==> config.mk <==
export PLATFORM = sky130hd
export DESIGN_NAME = wbu_nb
export DESIGN_NICKNAME = d
export VERILOG_FILES = /design/src/rtl/cpu_core_pkg.sv /design/src/rtl/wbu_load_align.sv /design/src/rtl/wbu_nb.sv
export SDC_FILE = /design/constraint.sdc
export NUM_CORES = 1
export LEC_CHECK = 0
export BUFFER_PORTS_ARGS = -buffer_cell sky130_fd_sc_hd__buf_2
export CORE_MARGIN = 2
export CORE_UTILIZATION = 55
export CTS_CLUSTER_DIAMETER = 30
export DETAILED_ROUTE_END_ITERATION = 10
export GPL_ROUTABILITY_DRIVEN = 0
export MAX_ROUTING_LAYER = met4
export PLACE_DENSITY = 0.82
export SYNTH_ARGS = -nofsm -noshare
export SYNTH_HDL_FRONTEND = slang
export SYNTH_SLANG_ARGS = --single-unit
==> constraint.sdc <==
create_clock -name clock_i -period 4.9 [get_ports clock_i]
set_input_delay 1.225 -clock clock_i [delete_from_list [all_inputs] [get_ports clock_i]]
set_output_delay 1.225 -clock clock_i [all_outputs]
set_load 0.02 [all_outputs]
==> src/rtl/cpu_core_pkg.sv <==
// cpu_core_pkg: shared core definitions.
// Contents used by the write-back unit:
//   NOP_INSTRUCT  canonical "addi x0,x0,0", the idle trace value
//   F3_*          load-size encodings of func3
//   wbu_kind_e    retirement-queue entry kind (ALU / LOAD / STORE)
//   wbu_entry_t   one retirement-queue entry; pc/data are sized for the
//                 widest XLEN (64) and narrowed by the user
package cpu_core_pkg;

  localparam logic [31:0] NOP_INSTRUCT = 32'h0000_0013;
  localparam int          WBU_XLEN_MAX = 64;

  localparam logic [2:0] F3_LB  = 3'b000;
  localparam logic [2:0] F3_LH  = 3'b001;
  localparam logic [2:0] F3_LW  = 3'b010;
  localparam logic [2:0] F3_LBU = 3'b100;
  localparam logic [2:0] F3_LHU = 3'b101;
  localparam logic [2:0] F3_LWU = 3'b110;

  typedef enum logic [1:0] {
    ALU   = 2'd0,
    LOAD  = 2'd1,
    STORE = 2'd2
  } wbu_kind_e;

  typedef struct packed {
    logic [WBU_XLEN_MAX-1:0] pc;
    logic [31:0]             instruct;
    logic [4:0]              rd;
    logic [WBU_XLEN_MAX-1:0] data;
    wbu_kind_e               kind;
    logic [2:0]              offset;
    logic [2:0]              func3;
  } wbu_entry_t;

endpackage

==> src/rtl/wbu_load_align.sv <==
// wbu_load_align: combinational load-data alignment and extension.
// Ports:
//   raw_i     XLEN      raw data-memory response word
//   offset_i  OFF_W     byte offset of the access within the word
//   func3_i   3         load size/sign selector
//   data_o    XLEN      value to write to the register file
module wbu_load_align
  import cpu_core_pkg::*;
#(
  parameter int XLEN  = 32,
  parameter int OFF_W = $clog2(XLEN/8)
) (
  input  logic [XLEN-1:0]  raw_i,
  input  logic [OFF_W-1:0] offset_i,
  input  logic [2:0]       func3_i,
  output logic [XLEN-1:0]  data_o
);

  function automatic logic [XLEN-1:0] extend(input logic [XLEN-1:0] sh,
                                              input logic [2:0]      f3);
    logic signed [7:0]  b;
    logic signed [15:0] h;
    logic signed [31:0] w;
    b = signed'(sh[7:0]);
    h = signed'(sh[15:0]);
    w = signed'(sh[31:0]);
    case (f3)
      F3_LB:   extend = XLEN'(b);
      F3_LH:   extend = XLEN'(h);
      F3_LBU:  extend = XLEN'(sh[7:0]);
      F3_LHU:  extend = XLEN'(sh[15:0]);
      // Only a 64-bit core has a zero-extending word load.
      F3_LWU:  extend = (XLEN > 32) ? XLEN'(sh[31:0]) : XLEN'(w);
      default: extend = XLEN'(w);
    endcase
  endfunction

  logic [XLEN-1:0] shifted;

  always_comb begin
    shifted = raw_i >> {offset_i, 3'b000};
    data_o  = extend(shifted, func3_i);
  end

endmodule

==> src/rtl/wbu_nb.sv <==
// wbu_nb: non-blocking write-back unit with an in-order retirement queue.
// Memory-stage instructions are queued; loads wait for their in-order
// data-memory response, everything retires in program order.
// Ports:
//   clock_i, nreset_i                 clock, async active-low reset
//   mem_*_i, is_mem_op_i, mem_op_type_i  incoming memory-stage instruction
//   mem_stall_o                       queue full, memory stage must hold
//   dmem_rvalid_i, dmem_rdata_i       in-order load responses
//   regfile_*_o                       combinational register-file write
//   wbu_*_o                           registered trace of last retirement
//   wbu_stall_i                       downstream hold of the queue head
//   wbu_rsp_err_o                     sticky: response with no pending load
// Build option: WBU_RSP_BYPASS_EN lets a head load retire in the same
// cycle its response arrives.
`ifndef PC_INIT
`define PC_INIT 32'h0000_0000
`endif

module wbu_nb
  import cpu_core_pkg::*;
#(
  parameter int              XLEN    = 32,
  parameter int              DEPTH   = 4,
  parameter logic [XLEN-1:0] PC_INIT = XLEN'(`PC_INIT)
) (
  input  logic            clock_i,
  input  logic            nreset_i,
  input  logic            mem_valid_i,
  input  logic [XLEN-1:0] mem_pc_i,
  input  logic [31:0]     mem_instruct_i,
  input  logic [4:0]      mem_rdt_addr_i,
  input  logic [XLEN-1:0] mem_rdt_data_i,
  input  logic [XLEN-1:0] mem_addr_i,
  input  logic            is_mem_op_i,
  input  logic            mem_op_type_i,
  output logic            mem_stall_o,
  input  logic            dmem_rvalid_i,
  input  logic [XLEN-1:0] dmem_rdata_i,
  output logic            regfile_w_enable_o,
  output logic [4:0]      regfile_rdt_addr_o,
  output logic [XLEN-1:0] regfile_rdt_data_o,
  output logic [XLEN-1:0] wbu_pc_o,
  output logic [31:0]     wbu_instruct_o,
  output logic [4:0]      wbu_rdt_addr_o,
  output logic [XLEN-1:0] wbu_rdt_data_o,
  output logic            wbu_bubble_o,
  input  logic            wbu_stall_i,
  output logic            wbu_rsp_err_o
);

  localparam int PTR_W = $clog2(DEPTH);
  localparam int CNT_W = PTR_W + 1;
  localparam int OFF_W = $clog2(XLEN/8);

  wbu_entry_t       q [DEPTH];
  logic [DEPTH-1:0] rdy;
  logic [CNT_W-1:0] count;
  logic [PTR_W-1:0] head, tail, rsp_ptr;

  wbu_entry_t       new_entry;
  logic             push, pop, rsp_found, rsp_hit, bypass;
  logic [XLEN-1:0]  aligned, head_data;
  wbu_entry_t       head_e;

  assign mem_stall_o = (count == CNT_W'(DEPTH));
  assign push        = mem_valid_i & ~mem_stall_o;
  assign head_e      = q[head];

  always_comb begin
    new_entry          = '0;
    new_entry.pc       = WBU_XLEN_MAX'(mem_pc_i);
    new_entry.instruct = mem_instruct_i;
    new_entry.rd       = mem_rdt_addr_i;
    new_entry.data     = WBU_XLEN_MAX'(mem_rdt_data_i);
    new_entry.kind     = !is_mem_op_i ? ALU : (mem_op_type_i ? STORE : LOAD);
    new_entry.offset   = 3'(mem_addr_i[OFF_W-1:0]);
    new_entry.func3    = mem_instruct_i[14:12];
  end

  // Responses arrive in load-issue order, so the target is always the
  // oldest queued load still waiting; find it by scanning from the head.
  always_comb begin
    logic [PTR_W-1:0] idx;
    rsp_ptr   = '0;
    rsp_found = 1'b0;
    for (int k = 0; k < DEPTH; k++) begin
      idx = head + PTR_W'(k);
      if (!rsp_found && (CNT_W'(k) < count) &&
          (q[idx].kind == LOAD) && !rdy[idx]) begin
        rsp_ptr   = idx;
        rsp_found = 1'b1;
      end
    end
  end

  assign rsp_hit = dmem_rvalid_i & rsp_found;

  wbu_load_align #(.XLEN(XLEN), .OFF_W(OFF_W)) u_align (
    .raw_i    (dmem_rdata_i),
    .offset_i (q[rsp_ptr].offset[OFF_W-1:0]),
    .func3_i  (q[rsp_ptr].func3),
    .data_o   (aligned)
  );

`ifdef WBU_RSP_BYPASS_EN
  assign bypass = rsp_hit & (rsp_ptr == head) & ~rdy[head];
`else
  assign bypass = 1'b0;
`endif

  assign pop       = (count != '0) & (rdy[head] | bypass) & ~wbu_stall_i;
  assign head_data = bypass ? aligned : head_e.data[XLEN-1:0];

  always_comb begin
    regfile_w_enable_o = 1'b0;
    regfile_rdt_addr_o = '0;
    regfile_rdt_data_o = '0;
    if (pop) begin
      regfile_w_enable_o = (head_e.kind != STORE) && (head_e.rd != 5'd0);
      regfile_rdt_addr_o = head_e.rd;
      regfile_rdt_data_o = head_data;
    end
  end

  // Queue control and trace registers.
  always_ff @(posedge clock_i or negedge nreset_i) begin
    if (!nreset_i) begin
      count          <= '0;
      head           <= '0;
      tail           <= '0;
      rdy            <= '0;
      wbu_pc_o       <= PC_INIT;
      wbu_instruct_o <= NOP_INSTRUCT;
      wbu_rdt_addr_o <= '0;
      wbu_rdt_data_o <= '0;
      wbu_bubble_o   <= 1'b1;
      wbu_rsp_err_o  <= 1'b0;
    end else begin
      count <= count + CNT_W'(push) - CNT_W'(pop);
      if (push) begin
        rdy[tail] <= (new_entry.kind != LOAD);
        tail      <= tail + 1'b1;
      end
      // rsp_ptr is an occupied slot, tail an empty one: never the same.
      if (rsp_hit)
        rdy[rsp_ptr] <= 1'b1;
      if (dmem_rvalid_i && !rsp_found)
        wbu_rsp_err_o <= 1'b1;
      if (pop) begin
        head           <= head + 1'b1;
        wbu_pc_o       <= head_e.pc[XLEN-1:0];
        wbu_instruct_o <= head_e.instruct;
        wbu_rdt_addr_o <= head_e.rd;
        wbu_rdt_data_o <= head_data;
      end
      wbu_bubble_o <= ~pop;
    end
  end

  // Queue payload: data only, no reset needed.
  always_ff @(posedge clock_i) begin
    if (push)
      q[tail] <= new_entry;
    if (rsp_hit)
      q[rsp_ptr].data <= WBU_XLEN_MAX'(aligned);
  end

endmodule

After elaboration in Yosys (flattened, before gate mapping)
Memories as Yosys holds them, arrays and structs flattened.
Index checks and enable logic that the tools add are counted.

word-level totals
  register bits after elaboration = 114
  RAM bits = 432
  bits of input ports = 172
  output and inout bits = 142
  logic and storage cells = 107
  memories = 1

operators by class
  $add $sub $neg = 6
  $lt $le $gt $ge = 12
  eq/ne operators = 10
  shifts and indexed selects = 1
  mux-type cells = 33
  bitwise operators = 8
  reductions and logical operators = 26

memories
  name  words  width  read ports  clocked after Yosys merged registers in  wr ports  line          RTL
  q     4      108    5           0                                        2         wbu_nb.sv:55  wbu_entry_t q [DEPTH];

operators with widths
  operator                                                            count
  one-hot mux 32 bit (4 select lines)                                 1
  2-to-1 mux 32 bit                                                   1
  right shift 32 x 5 -> 32 bit                                        1
  < comparator 2 x 3 -> 1 bit (second input constant)                 6
  logical AND 1 bit                                                   15
  2-to-1 mux 1 bit                                                    15
  2-to-1 mux 2 bit                                                    6
  == test 3 bit (second input constant)                               3
  binary-select mux 1 bit (select 2 bit)                              4
  == test 2 x 1 -> 1 bit (second input constant)                      4
  zero test 1 bit                                                     8
  2-to-1 mux 4 bit                                                    2
  < comparator 1 x 3 -> 1 bit (first input constant)                  2
  < comparator 2 x 3 -> 1 bit (first input constant)                  2
  2-to-1 mux 5 bit                                                    1
  nonzero test 5 bit                                                  1
  adder 2 x 1 -> 2 bit (second input constant)                        2
  adder 2 bit (second input constant)                                 2
  bitwise AND 1 bit                                                   4
  bitwise mux 4 bit                                                   1
  demux 1 bit (select 2 bit)                                          2
  greater-or-equal comparator 2 x 1 -> 1 bit (second input constant)  2
  OR 4 bit                                                            1
  adder 3 x 1 -> 3 bit                                                1
  other kinds (7)                                                     9

Longest topological paths before layout
  depth in word-level cells = 26
  depth in mapped cells = 15
  depth with buffers taken out = 13

Modules after synthesis
From an unflattened synthesis, not the netlist that was laid out.

second synthesis, totals
  cells, all modules = 1599
  area, all modules = 23013.3 um2

modules (own cells, without submodules)
  module          instances  cells each  area each (um2)  sequential area each (um2)
  wbu_nb          1          1492        22318.9          15469.8
  wbu_load_align  1          107         694.4            0.0

Worst setup path before layout
Ideal clock, no wire load.

  path type = input port to flip-flop
  start = input mem_valid_i
  end = memory q[0][24] in the netlist's numbering (data pin)
  data arrival time = 4470 ps
  required time = 4756 ps
  slack = 286 ps
  stages = 6
  buffers on the path = 2
  cell sequence = nor2b_1 > clkbuf_1 > nand2_1 > clkinv_1 > clkbuf_1 > a311o_1

RTL lines
  item                line          RTL
  start: declaration  wbu_nb.sv:28  input logic mem_valid_i,
  end: declaration    wbu_nb.sv:55

Worst setup path after layout
  start = register head[1]
  end = output regfile_w_enable_o

between the ends
  cells in the longest elaborated chain, start to end = 5
  elaborated cells on any way between the ends = 9
  those cells by class = 1 x eq/ne; 3 x mux; 2 x bitwise; 2 x reduce/logical; 1 x memory

ends and longest elaborated chain
  item                                    line           RTL
  start: declaration                      wbu_nb.sv:58   logic [PTR_W-1:0] head, tail, rsp_ptr;
  start signal: assignment                wbu_nb.sv:150  head <= head + 1'b1;
  binary-select mux 1 bit (select 2 bit)  wbu_nb.sv:111  assign pop = (count != '0) & (rdy[head] | bypass) & ~wbu_stall_i;
  2-to-1 mux 1 bit (not written as such)  wbu_nb.sv:111
  bitwise AND 1 bit (2 in a row)          wbu_nb.sv:111
  2-to-1 mux 1 bit *                      wbu_nb.sv:118  if (pop) begin
  end: declaration                        wbu_nb.sv:39   output logic regfile_w_enable_o,

Mark *: on every way between the ends. The rest lies on a longest branch, timed or not. The select of a mux whose other input is x is not followed.

==> impl_results.md <==
- CP bufs+invs: 3
- Clock sinks: approximately 530
- TritonCTS clock tree: built
- Initial antenna violation count: 16
- Run status: completed
- Clk_lat worst skew: ~640 ps
- Die H: 208 um
- GRT Total Usage: 31.1%
- Syn nets: roughly 1,700
- Final HPWL DP: 37,700 um
- Slew of the pin with the lowest slew margin: between 1000 and 1500 ps
- CP Cell Sequence: buf_4, buf_6, mux4_2, nor3_1, a221oi_1, buf_2
- Top cell type's share of synthesized area: between 50% and 60%
- Placed Area: 0.0250 mm2
- CTS Buf Count: between 90 and 100
- Worst Path Arrival: 3570 ps
- P_leak: 0.0116 uW
- Max stage delay on crit path: between 600 and 700 ps
- Critical Path Fanout Max: 53
- Final Hold Violating Endpoints: 0
- DRC: 0
- PortBufs: between 200 and 300
- Nets: 2,008
- Post-synth EDFFs: 420
- Async SR Flop Fraction: a little over a fifth
- Power, Total: between 20,000 and 25,000 uW
- DR WL/cell: between 20 and 30 um
- Setup TNS: 0 ps
- Drt total wl: about 66,000 um
- Vias per std cell: 6.41
- Die Width: between 200 and 250 um
- Router iterations before antenna repair: 6
- Part of the Yosys area used for sequential elements: between 60% and 70%
- Core area: just over 0.04 mm2
- CTS Buffer Depth: 3
- CP top delay family: buffers and inverters
- Global-route wire length before repair: 98,600 um
- Synthesized area: 0.0228 mm2
- P&R area growth vs syn: 25.2%
- YS warnings: 0
- Unique masters post-synth: 65
- Max Freq: around 210 MHz
- CP Class: reg -> out
- Layout Cell Area excl Fill: 0.0285 mm2
- FF+latch count, synth: around 530
- Post-synth top area cell: edfxtp_1
- Worst IR Drop VDD: roughly 0.48 mV
- RSZ-0062 raised after global routing: false
- Layout cells sized above 1: about 34%
- Initial Utilization: about 56%
- CTS Root Cell: clkbuf_16
- Via Count: 15,800
- Grt total ovfl: 0
- Worst hold path type: reg -> reg
- Slew Limit Fails: 0
- Area contributors post-synth: edfxtp_1 (55%), dfrtp_1 (12%), mux4_2 (10%)
- Startpoint Class: flop
- Initial DRC Count: between 1,500 and 2,000
- Pin count of the biggest net entering global routing: 93
- H-tree depth: 3
- Clk pin slew, worst setup/hold paths: roughly 50 ps
- Min Hold Slack: 466 ps
- Io pins: about 310
- CP max stage cell: dfrtp_4
- Top FF cell, synth: edfxtp_1
- Vias in the first global route: between 15,000 and 20,000
- Power Density: a little under 800 mW/mm2
- Tmin final: approximately 4800 ps
- Cells after Synth: approximately 1,500
- Slew headroom: under 10%
- Post-Route Skew: 44.7 ps
- Final setup vio count: 0
- CP Capture Type: output pin
- WP data required: 3670 ps
- Post-DRT Antenna Nets: 0
- FP Rows: 74
- Final period utilization: a little over nine tenths
- Max Cap Viol: 0
- Syn Area/Cell: between 15 and 20 um2
- DIE AREA: 0.0431 mm2
synthesized netlist by cell type (17+ instances only):
cell type and count:
dfrtp_1 110, nand3_1 34, a311o_1 32, mux4_2 105
nand2_1 301, edfxtp_1 420, and3_1 41, mux2i_1 28
a21o_1 47, inv_1 17, a221o_1 60, nor2_1 59
clkbuf_1 62
per-layer routing:
layer / track usage, % / vias up / part of all wire, %
met4: 12.1 / 0 / 4.2
li1: - / 6526 / -
met3: 7.34 / 196 / 11
met1: 38.2 / 7935 / 35
met5: - / - / 0
met2: 50.5 / 1149 / 50
metrics by stage:
stage	cells	util (%)	setup WS [ps]
floorplan	1485	-	286
global placement	2259	61.1	480
detailed placement	2259	61.1	263
CTS	2445	69.8	18.5
global route	2461	69.9	26.5
finish	2465	69.9	106
layout by cell type, fill, tap and decap left out, drive strengths merged, types with 34 or more instances in the layout:
master	n
nor2	60
mux4	105
edfxtp	420
buf	329
and3	41
a21o	47
dfrtp	110
inv	36
nand2	301
a221o	60
nand3	34
clkbuf	112
cell type report:
cell class	instances	area, um2
multi-input combinational	843	6910
clock inverter	74	947
fill	2475	12300
timing repair buffer	329	1830
antenna	20	50.0
tap	532	666
clock buffer	112	2580
sequential	534	15500
inverter	21	86.3
what timing repair did:
action | 4_1_cts | 5_1_grt
hold buffers | 0 | 0
setup buffers | 0 | 0
gates resized for setup | 0 | 2
setup endpoints to repair | 0 | 21
worst register-to-register path: stages (launching register included):
cell,delay [ps]
dfrtp_4,640
or2_2,380
nor2_1,280
o31ai_1,200
a21o_1,270
nor3b_2,220
a21oi_1,520
nand3_1,230
nor2_1,690
nor2_1,520
a221o_1,490
logic make-up after synthesis:
kind of cell,after synthesis,synth area share [%]
fa+ha+maj,9,0.527
xor+xnor,4,0.154
simple gates,475,9.13
compound gates,214,8.36
mux,141,12.0
flops,534,67.8
buf+inv,108,1.98
path summary, 6_finish.rpt:
path / from / to / slack, ps / cells after the start
worst max-delay path: head[1]$_DFFE_PN0P_ / regfile_w_enable_o / 110 / 6
worst max register to register: head[1]$_DFFE_PN0P_ / q[2][36]$_DFFE_PP_ / 210 / 10
worst min register to register: wbu_rdt_data_o[28]$_DFFE_PN0P_ / wbu_rdt_data_o[28]$_DFFE_PN0P_ / 470 / 1
worst min-delay path: wbu_rdt_data_o[28]$_DFFE_PN0P_ / wbu_rdt_data_o[28]$_DFFE_PN0P_ / 470 / 1
max in group asynchronous: nreset_i / wbu_rdt_addr_o[0]$_DFFE_PN0P_ / 3260 / 2
min in group asynchronous: nreset_i / wbu_instruct_o[31]$_DFFE_PN0P_ / 670 / 1
flip-flops by register name, summed over array words and instances, names as in the netlist:
| signal | flops |
|---|---|
| count | 3 |
| head | 2 |
| q | 420 |
| rdy | 4 |
| tail | 2 |
| wbu_bubble_o | 1 |
| wbu_instruct_o | 32 |
| wbu_pc_o | 32 |
| wbu_rdt_addr_o | 5 |
| wbu_rdt_data_o | 32 |
| wbu_rsp_err_o | 1 |
report_power, final:
part | switching [uW] | internal, uW | leakage (uW)
clock | 2500 | 4640 | 0.00169
sequential | 602 | 6530 | 0.00525
combinational | 5310 | 2930 | 0.00466
No activity file was read; power rests on OpenSTA's default activity.
